**src/rtl/serial_tx_fifo.sv**
```systemverilog
// Byte FIFO plus frame pacer feeding SERIAL_TX: one TX_EN strobe at most every GAP_CYCLES+3 cycles.
// Optional FLUSH input is built only when TXFIFO_FLUSH_EN is defined.
module serial_tx_fifo #(
  parameter int unsigned DEPTH_LOG2 = 4,
  parameter logic [15:0] GAP_CYCLES = 16'd62520
) (
  input  logic                  CLK,
  input  logic                  RST_N,
  input  logic [7:0]            WR_DATA,
  input  logic                  WR_EN,
`ifdef TXFIFO_FLUSH_EN
  input  logic                  FLUSH,
`endif
  output logic                  FULL,
  output logic                  EMPTY,
  output logic [DEPTH_LOG2:0]   LEVEL,
  output logic                  OVERFLOW,
  output logic [7:0]            TX_DATA,
  output logic                  TX_EN
);

  localparam int unsigned DEPTH = 1 << DEPTH_LOG2;
  localparam logic [DEPTH_LOG2:0]   LVL_FULL = (DEPTH_LOG2+1)'(DEPTH);
  localparam logic [DEPTH_LOG2:0]   LVL_ONE  = (DEPTH_LOG2+1)'(1);
  localparam logic [DEPTH_LOG2-1:0] PTR_ONE  = DEPTH_LOG2'(1);

  typedef enum logic [1:0] {S_IDLE, S_STROBE, S_WAIT} state_t;

  state_t                r_state;
  logic [15:0]           r_cnt;
  logic [7:0]            r_mem [DEPTH];
  logic [DEPTH_LOG2-1:0] r_wptr;
  logic [DEPTH_LOG2-1:0] r_rptr;
  logic [DEPTH_LOG2:0]   r_level;
  logic                  r_ovf;
  logic [7:0]            r_tx_data;
  logic                  r_tx_en;

  logic w_full;
  logic w_empty;
  logic w_flush;
  logic w_push;
  logic w_pop;

`ifdef TXFIFO_FLUSH_EN
  assign w_flush = FLUSH;
`else
  assign w_flush = 1'b0;
`endif

  assign w_full  = (r_level == LVL_FULL);
  assign w_empty = (r_level == '0);
  assign w_pop   = (r_state == S_IDLE) && !w_empty;
  // Fullness is judged before any same-cycle pop, so a write into a full FIFO is always dropped.
  assign w_push  = WR_EN && !w_full && !w_flush;

  always_ff @(posedge CLK) begin
    if (w_push) begin
      r_mem[r_wptr] <= WR_DATA;
    end
  end

  always_ff @(posedge CLK or negedge RST_N) begin
    if (!RST_N) begin
      r_wptr  <= '0;
      r_rptr  <= '0;
      r_level <= '0;
      r_ovf   <= 1'b0;
    end else if (w_flush) begin
      r_wptr  <= '0;
      r_rptr  <= '0;
      r_level <= '0;
      r_ovf   <= 1'b0;
    end else begin
      if (w_push) begin
        r_wptr <= r_wptr + PTR_ONE;
      end
      if (w_pop) begin
        r_rptr <= r_rptr + PTR_ONE;
      end
      if (WR_EN && w_full) begin
        r_ovf <= 1'b1;
      end
      case ({w_push, w_pop})
        2'b10:   r_level <= r_level + LVL_ONE;
        2'b01:   r_level <= r_level - LVL_ONE;
        default: r_level <= r_level;
      endcase
    end
  end

  // Pacer state, wait counter and TX_DATA ignore FLUSH so an in-flight frame keeps its gap.
  always_ff @(posedge CLK or negedge RST_N) begin
    if (!RST_N) begin
      r_state   <= S_IDLE;
      r_cnt     <= '0;
      r_tx_data <= 8'h00;
      r_tx_en   <= 1'b0;
    end else begin
      case (r_state)
        S_IDLE: begin
          if (!w_empty) begin
            r_tx_data <= r_mem[r_rptr];
            r_tx_en   <= 1'b1;
            r_state   <= S_STROBE;
          end
        end
        S_STROBE: begin
          r_tx_en <= 1'b0;
          r_cnt   <= GAP_CYCLES;
          r_state <= S_WAIT;
        end
        S_WAIT: begin
          if (r_cnt == '0) begin
            r_state <= S_IDLE;
          end else begin
            r_cnt <= r_cnt - 16'd1;
          end
        end
        default: begin
          r_state <= S_IDLE;
          r_tx_en <= 1'b0;
        end
      endcase
    end
  end

  assign FULL     = w_full;
  assign EMPTY    = w_empty;
  assign LEVEL    = r_level;
  assign OVERFLOW = r_ovf;
  assign TX_DATA  = r_tx_data;
  assign TX_EN    = r_tx_en;

endmodule

```
**config.mk**
```make
export PLATFORM = sky130hd
export DESIGN_NAME = serial_tx_fifo
export DESIGN_NICKNAME = d
export VERILOG_FILES = /design/src/rtl/serial_tx_fifo.sv
export SDC_FILE = /design/constraint.sdc
export NUM_CORES = 1
export LEC_CHECK = 0
export ABC_AREA = 1
export CORE_MARGIN = 2
export CORE_UTILIZATION = 50
export CTS_CLUSTER_SIZE = 30
export DETAILED_ROUTE_END_ITERATION = 10
export PLACE_DENSITY = 0.76
export SLEW_MARGIN = 20
export SYNTH_ARGS = -nofsm -noshare
export SYNTH_HDL_FRONTEND = slang
export SYNTH_SLANG_ARGS = --single-unit
export TNS_END_PERCENT = 5
```
**constraint.sdc**
```tcl
create_clock -name CLK -period 4.1 [get_ports CLK]
set_input_delay 0.615 -clock CLK [delete_from_list [all_inputs] [get_ports CLK]]
set_output_delay 0.615 -clock CLK [all_outputs]
set_load 0.01 [all_outputs]
```
==> results of run 1 <==
worst max-delay path by stage:
stage | slack (ns) | end | depth (start not counted)
CTS | 1.40 | LEVEL[4] | 16
finish | 1.36 | LEVEL[4] | 13
floorplan | 1.74 | LEVEL[4] | 17
global route | 1.16 | LEVEL[4] | 16
detailed placement | 1.10 | LEVEL[4] | 12
global placement | 1.12 | LEVEL[4] | 12
report_power, final:
part | total [mW] | leakage (nW) | switching (mW) | internal (mW)
clock network | 1.55 | 0.276 | 0.679 | 0.867
logic | 0.539 | 2.03 | 0.357 | 0.182
registers | 2.11 | 1.65 | 0.0819 | 2.02
total | 4.19 | 3.95 | 1.12 | 3.07
metrics by stage:
| stage | total power [mW] | std cells | hold WS, ns |
|---|---|---|---|
| 2_1_floorplan | 2.430 | 823 | 0.3194 |
| 3_3_place_gp | 2.655 | 1013 | 0.4501 |
| 3_5_place_dp | 2.671 | 1013 | 0.4591 |
| 4_1_cts | 4.200 | 1045 | 0.3764 |
| 5_1_grt | 4.358 | 1045 | 0.4253 |
| 6_report | 4.191 | 1045 | 0.3399 |
metal layers:
metal | global-route usage, % | vias up | routed length, µm
li1 | - | 2672 | -
met1 | 29.22 | 2554 | 7243
met2 | 33.83 | 185 | 8048
met3 | 5.239 | 23 | 1153
met4 | 7.545 | 0 | 295
met5 | 0 | - | 0
logic make-up (layout without fill, tap and decap cells):
logic type | after synthesis | after routing
fa+ha+maj | 11 | 11
compound gates | 23 | 23
buf+inv | 167 | 201
flops | 169 | 169
simple gates | 437 | 437
xor+xnor | 16 | 16
layout make-up:
cell class | count | area share, %
sequential | 169 | 55.50
multi-input combinational | 487 | 26.03
inverter | 135 | 5.773
clock buffer | 21 | 5.132
timing repair buffer | 34 | 3.621
tap | 188 | 2.680
clock inverter | 11 | 1.269
critical path: stages (launching register included):
cell and delay (ns):
dfrtp_1 0.43, nor2_1 0.19, nand3_1 0.15, nand2_1 0.57, ha_1 0.39, xor2_1 0.22, ha_1 0.18, inv_1 0.04
nand2_1 0.09, nand3_1 0.08, nand2_1 0.09, xor2_1 0.14, nand2_1 0.06, nand2_1 0.05
cells in the final DEF, fill, tap and decap left out, types with 3 or more instances in the layout:
cell type,n
buf_4,7
clkbuf_1,3
clkbuf_16,17
clkdlybuf4s50_1,26
dfrtp_1,40
edfxtp_1,128
ha_1,11
inv_1,132
inv_6,6
nand2_1,260
nand3_1,124
nor2_1,30
nor2_2,4
nor3_1,10
nor3_2,3
o21ai_0,13
o21ai_2,4
xnor2_1,4
xor2_1,12
sequential cells by signal, indices dropped and copies added (netlist names):
signal,count
TX_EN,1
LEVEL,5
TX_DATA,8
r_cnt,16
r_rptr,4
r_state,2
r_wptr,4
OVERFLOW,1
r_mem,128
==> flow_summary.yaml, run 1 <==
run_status:
  status: "finished, final reports clean"
synthesis:
  syn_nets: 845
  ys_seq_area_share_pct: 62.38
  syn-cell-area_um2: 7806
  async_reset_ff_share_pct: 24.26
  synthAdderAreaFrac_pct: 1.763
  ys_warn_count: 0
  synth_cells: 823
  yosysMostFrequentCell: "nand2_1"
  synth_xor_area_share_pct: 1.795
  synth_top_family_by_area: "simple AND/OR/NAND/NOR gates"
  synthMuxAreaShare_pct: 0
  ys.flop_type: "edfxtp_1"
  synthDistinctLibCells: 28
  synth_common_cells: "nand2_1, inv_1, edfxtp_1"
  synth_top_cell_by_area: "edfxtp_1"
  synth_compound_area_share_pct: 1.859
  synthTopCellsByArea: "edfxtp_1, dfrtp_1, nand2_1"
  synthSimpleGateAreaFrac_pct: 23.66
  synth_edf_count: 128
  synth_top_area_share_pct: 49.24
  avgSynthCellArea_um2: 9.485
  ys_ff_latch: 169
floorplan:
  die_y_um: 129.0
  die-area_um2: 16630
  ioPinCount: 28
  fp-row-count: 45
  core_region_area_um2: 15200
  initial_core_util_pct: 51.35
  die_width_um: 129.0
final_layout:
  register_area_um2: 4871
  fin_nets: 866
  design_area_um2: 8777
  diodes: 0
  drive_gt1_share_pct: 6.418
  fin_util_pct: 57.74
  syn_to_final_growth_pct: 12.44
  multi_input_comb_area_um2: 2285
  nFillCells: 1263
setup_path:
  crit_path_end_kind: "flop"
  start_kind: "flop"
  reg2reg_from: "LEVEL[0]"
  r2r_end: "LEVEL[4]"
  reg2reg_depth: 13
  crit_arrival_ns: 3.11
  startpoint: "LEVEL[0]"
  r2r_slack_ns: 1.36
  critPathMaxFanout: 16
  critPathKind: "flop to flop"
  required_ns: 4.47
clocking:
  numCtsBuffers: 17
  cts_setup_buffers: 0
  cts_hold_buffers: 0
  cts_sinks: 169
  clkLatencyLatePin_ns: 0.43
  root_buffer: "clkbuf_16"
  tritoncts: "yes"
  htree_levels: 4
  cts_buffer_depth: 2
  cts_resized: 0
  path_clk_slew_ns: 0.07
sta:
  setup_slack_ns: 1.364
  setup-violations-final: 0
  slew_viol_final: 0
  fmax_mhz: 365.5
  finalCriticalPeriod_ns: 2.736
  post-route-period-util_pct: 66.73
  rsz0062_at_grt: "false"
  fin_skew_ns: 0.01304
  max_slew_margin_pct: 24.50
  hold_violations: 0
  worstMarginPinSlew_ns: 1.124
  final.setup.tns_ns: 0
global_routing:
  grt_remaining_overflow: 0
  grt_usage_pct: 21.42
  antenna_found_initial: 0
  grt_pass1_vias: 5108
  grt_max_degree: 67
  grt_pass1_wl_um: 26670
placement:
  io_buffers: 27
  dpl_cell_area_um2: 8200
  preCtsSetupSlack_ns: 1.101
  gp_congestion: 0.8609
  hpwlAfterDp_um: 10510
power_and_ir_drop:
  ir_worst_vdd_mv: 0.5628
  power_leakage_nw: 3.947
  power.density_nw_per_um2: 477.5
route:
  viasPerCell: 5.200
  wl_um: 16740
  route.detailed.drc: 0
  drt.antenna.violating_nets: 0
  wl_per_cell_um: 16.02
  drt_iter0_drc: 443
  vias: 5434
  dr.pass1.iters: 5
hold_path:
  holdCritPathClass: "input pin to async pin"
job:
  max_cap_violations: 0
Note: power is estimated with default switching activity, not from simulation.
==> run 2, diff against run 1 <==
- clock period: 4.1 -> 2.71 ns (I/O delays scaled with it)
==> run 2 against run 1 <==
- count of clock-buffer cells in the layout is the same
- register-to-register slack got worse by 0.93 ns
- critical endpoint unchanged
- critical path depth is 3 higher
- worst setup slack worse by 0.93 ns
==> flow_summary.yaml, run 2 (synthesis gave the netlist of run 1 again) <==
clocking:
  cts_resized: 0
  root_buffer: "clkbuf_16"
  path_clk_slew_ns: 0.06
  cts_buffer_depth: 2
  cts_setup_buffers: 0
  cts_sinks: 169
  clkLatencyLatePin_ns: 0.43
  tritoncts: "yes"
  numCtsBuffers: 17
  cts_hold_buffers: 0
  htree_levels: 4
final_layout:
  mostFrequentLayoutCell: "nand2_1"
  diodes: 0
  fin_nets: 888
  syn_to_final_growth_pct: 14.71
  fin_util_pct: 58.91
  regMostFlops: "r_mem"
  largest_reg_flops: 128
  final_cell_mix: "nand2_1, inv_1, edfxtp_1"
  drive_gt1_share_pct: 8.760
placement:
  hpwlAfterDp_um: 10490
  gp_congestion: 0.8662
  preCtsSetupSlack_ns: 0.4069
  io_buffers: 27
global_routing:
  grt_pass1_vias: 5334
  grt_remaining_overflow: 0
  grt_max_degree: 38
  antenna_found_initial: 0
  grt_pass1_wl_um: 27280
  grt_usage_pct: 21.85
route:
  dr.pass1.iters: 5
  wl_met3_um: 1182
  drt_iter0_drc: 625
  viasPerCell: 5.210
  met2_length_um: 8104
  route.detailed.drc: 0
  vias: 5559
  drt.antenna.violating_nets: 0
  routedLengthMet1_um: 7191
  wl_per_cell_um: 15.68
  wl_um: 16730
  top_layer: "met4"
run_status:
  status: "finished, final reports clean"
sta:
  setup_slack_ns: 0.4319
  max_slew_margin_pct: 50.31
  worstMarginPinSlew_ns: 0.7431
  final.setup.tns_ns: 0
  setup-violations-final: 0
  post-route-period-util_pct: 84.06
  fin_skew_ns: 0.01254
  fmax_mhz: 439.0
  rsz0062_at_grt: "false"
  hold_violations: 0
  slew_viol_final: 0
  finalCriticalPeriod_ns: 2.278
floorplan:
  core_region_area_um2: 15200
  fp-row-count: 45
  ioPinCount: 28
  initial_core_util_pct: 51.35
  die-area_um2: 16630
  die_width_um: 129.0
  die_y_um: 129.0
hold_path:
  holdCritPathClass: "input pin to async pin"
setup_path:
  critPathMaxFanout: 5
  critPathKind: "flop to flop"
  start_kind: "flop"
  crit_path_end_kind: "flop"
  crit_arrival_ns: 2.65
  required_ns: 3.08
power_and_ir_drop:
  ir_worst_vdd_mv: 0.5886
  power_leakage_nw: 4.068
  power.density_nw_per_um2: 715.6
job:
  max_cap_violations: 0
## run 2: changes by cell type in the layout (fill, tap and decap cells not counted), sizes merged
| cell | before | now |
|---|---|---|
| buf | 8 | 30 |
| clkinv | 4 | 5 |
| clkinvlp | 1 | 3 |
| inv | 140 | 137 |
## run 2: layer usage
metal | up-vias | track usage (%)
met1 | 2607 | 29.37
met5 | - | 0
met4 | 0 | 7.097
met2 | 209 | 35.36
li1 | 2719 | -
met3 | 24 | 5.239
## run 2: per-stage QoR
stage	instance area, µm²	instances	hold WS [ns]	power, mW
detailed placement	8366	1035	0.4457	4.057
global route	8955	1067	0.07445	6.672
global placement	8366	1035	0.4453	4.025
floorplan	7806	823	0.1109	3.676
finish	8955	1067	0.02311	6.408
CTS	8955	1067	0.05077	6.425
## run 2: where the power goes
| group | internal, mW | switching [mW] |
|---|---|---|
| Clock | 1.37 | 1.01 |
| Combinational | 0.309 | 0.526 |
| Sequential | 3.06 | 0.127 |
## run 2: area by class of cell
type,instances,area (µm²)
Clock buffer,21,480.5
Clock inverter,11,108.9
Multi-Input combinational cell,487,2270
Inverter,135,506.7
Fill cell,1230,6247
Tap cell,188,235.2
Sequential cell,169,4871
Timing Repair Buffer,56,483.0
## run 2: worst paths after layout
path                               start         end  slack (ns)  cells past startpoint
max in group asynchronous          RST_N   r_rptr[2]        2.01                      2
worst min-delay path               RST_N  TX_DATA[1]        0.02                      1
worst max-delay path            LEVEL[0]    LEVEL[4]        0.43                     16
worst max register to register  LEVEL[0]    LEVEL[4]        0.43                     16
min in group CLK                OVERFLOW    OVERFLOW        0.45                      1
worst min register to register  OVERFLOW    OVERFLOW        0.45                      1
## run 2: critical path, cell delays in order (launching register included)
cell,delay [ns]
dfrtp_1,0.44
nor2_1,0.16
nand2_1,0.08
nor2_2,0.09
inv_1,0.05
nand2_2,0.06
inv_1,0.06
ha_1,0.25
xor2_1,0.23
ha_1,0.17
inv_1,0.04
nand2_1,0.11
nand3_1,0.10
nand2_1,0.09
xor2_1,0.16
nand2_1,0.06
nand2_1,0.06
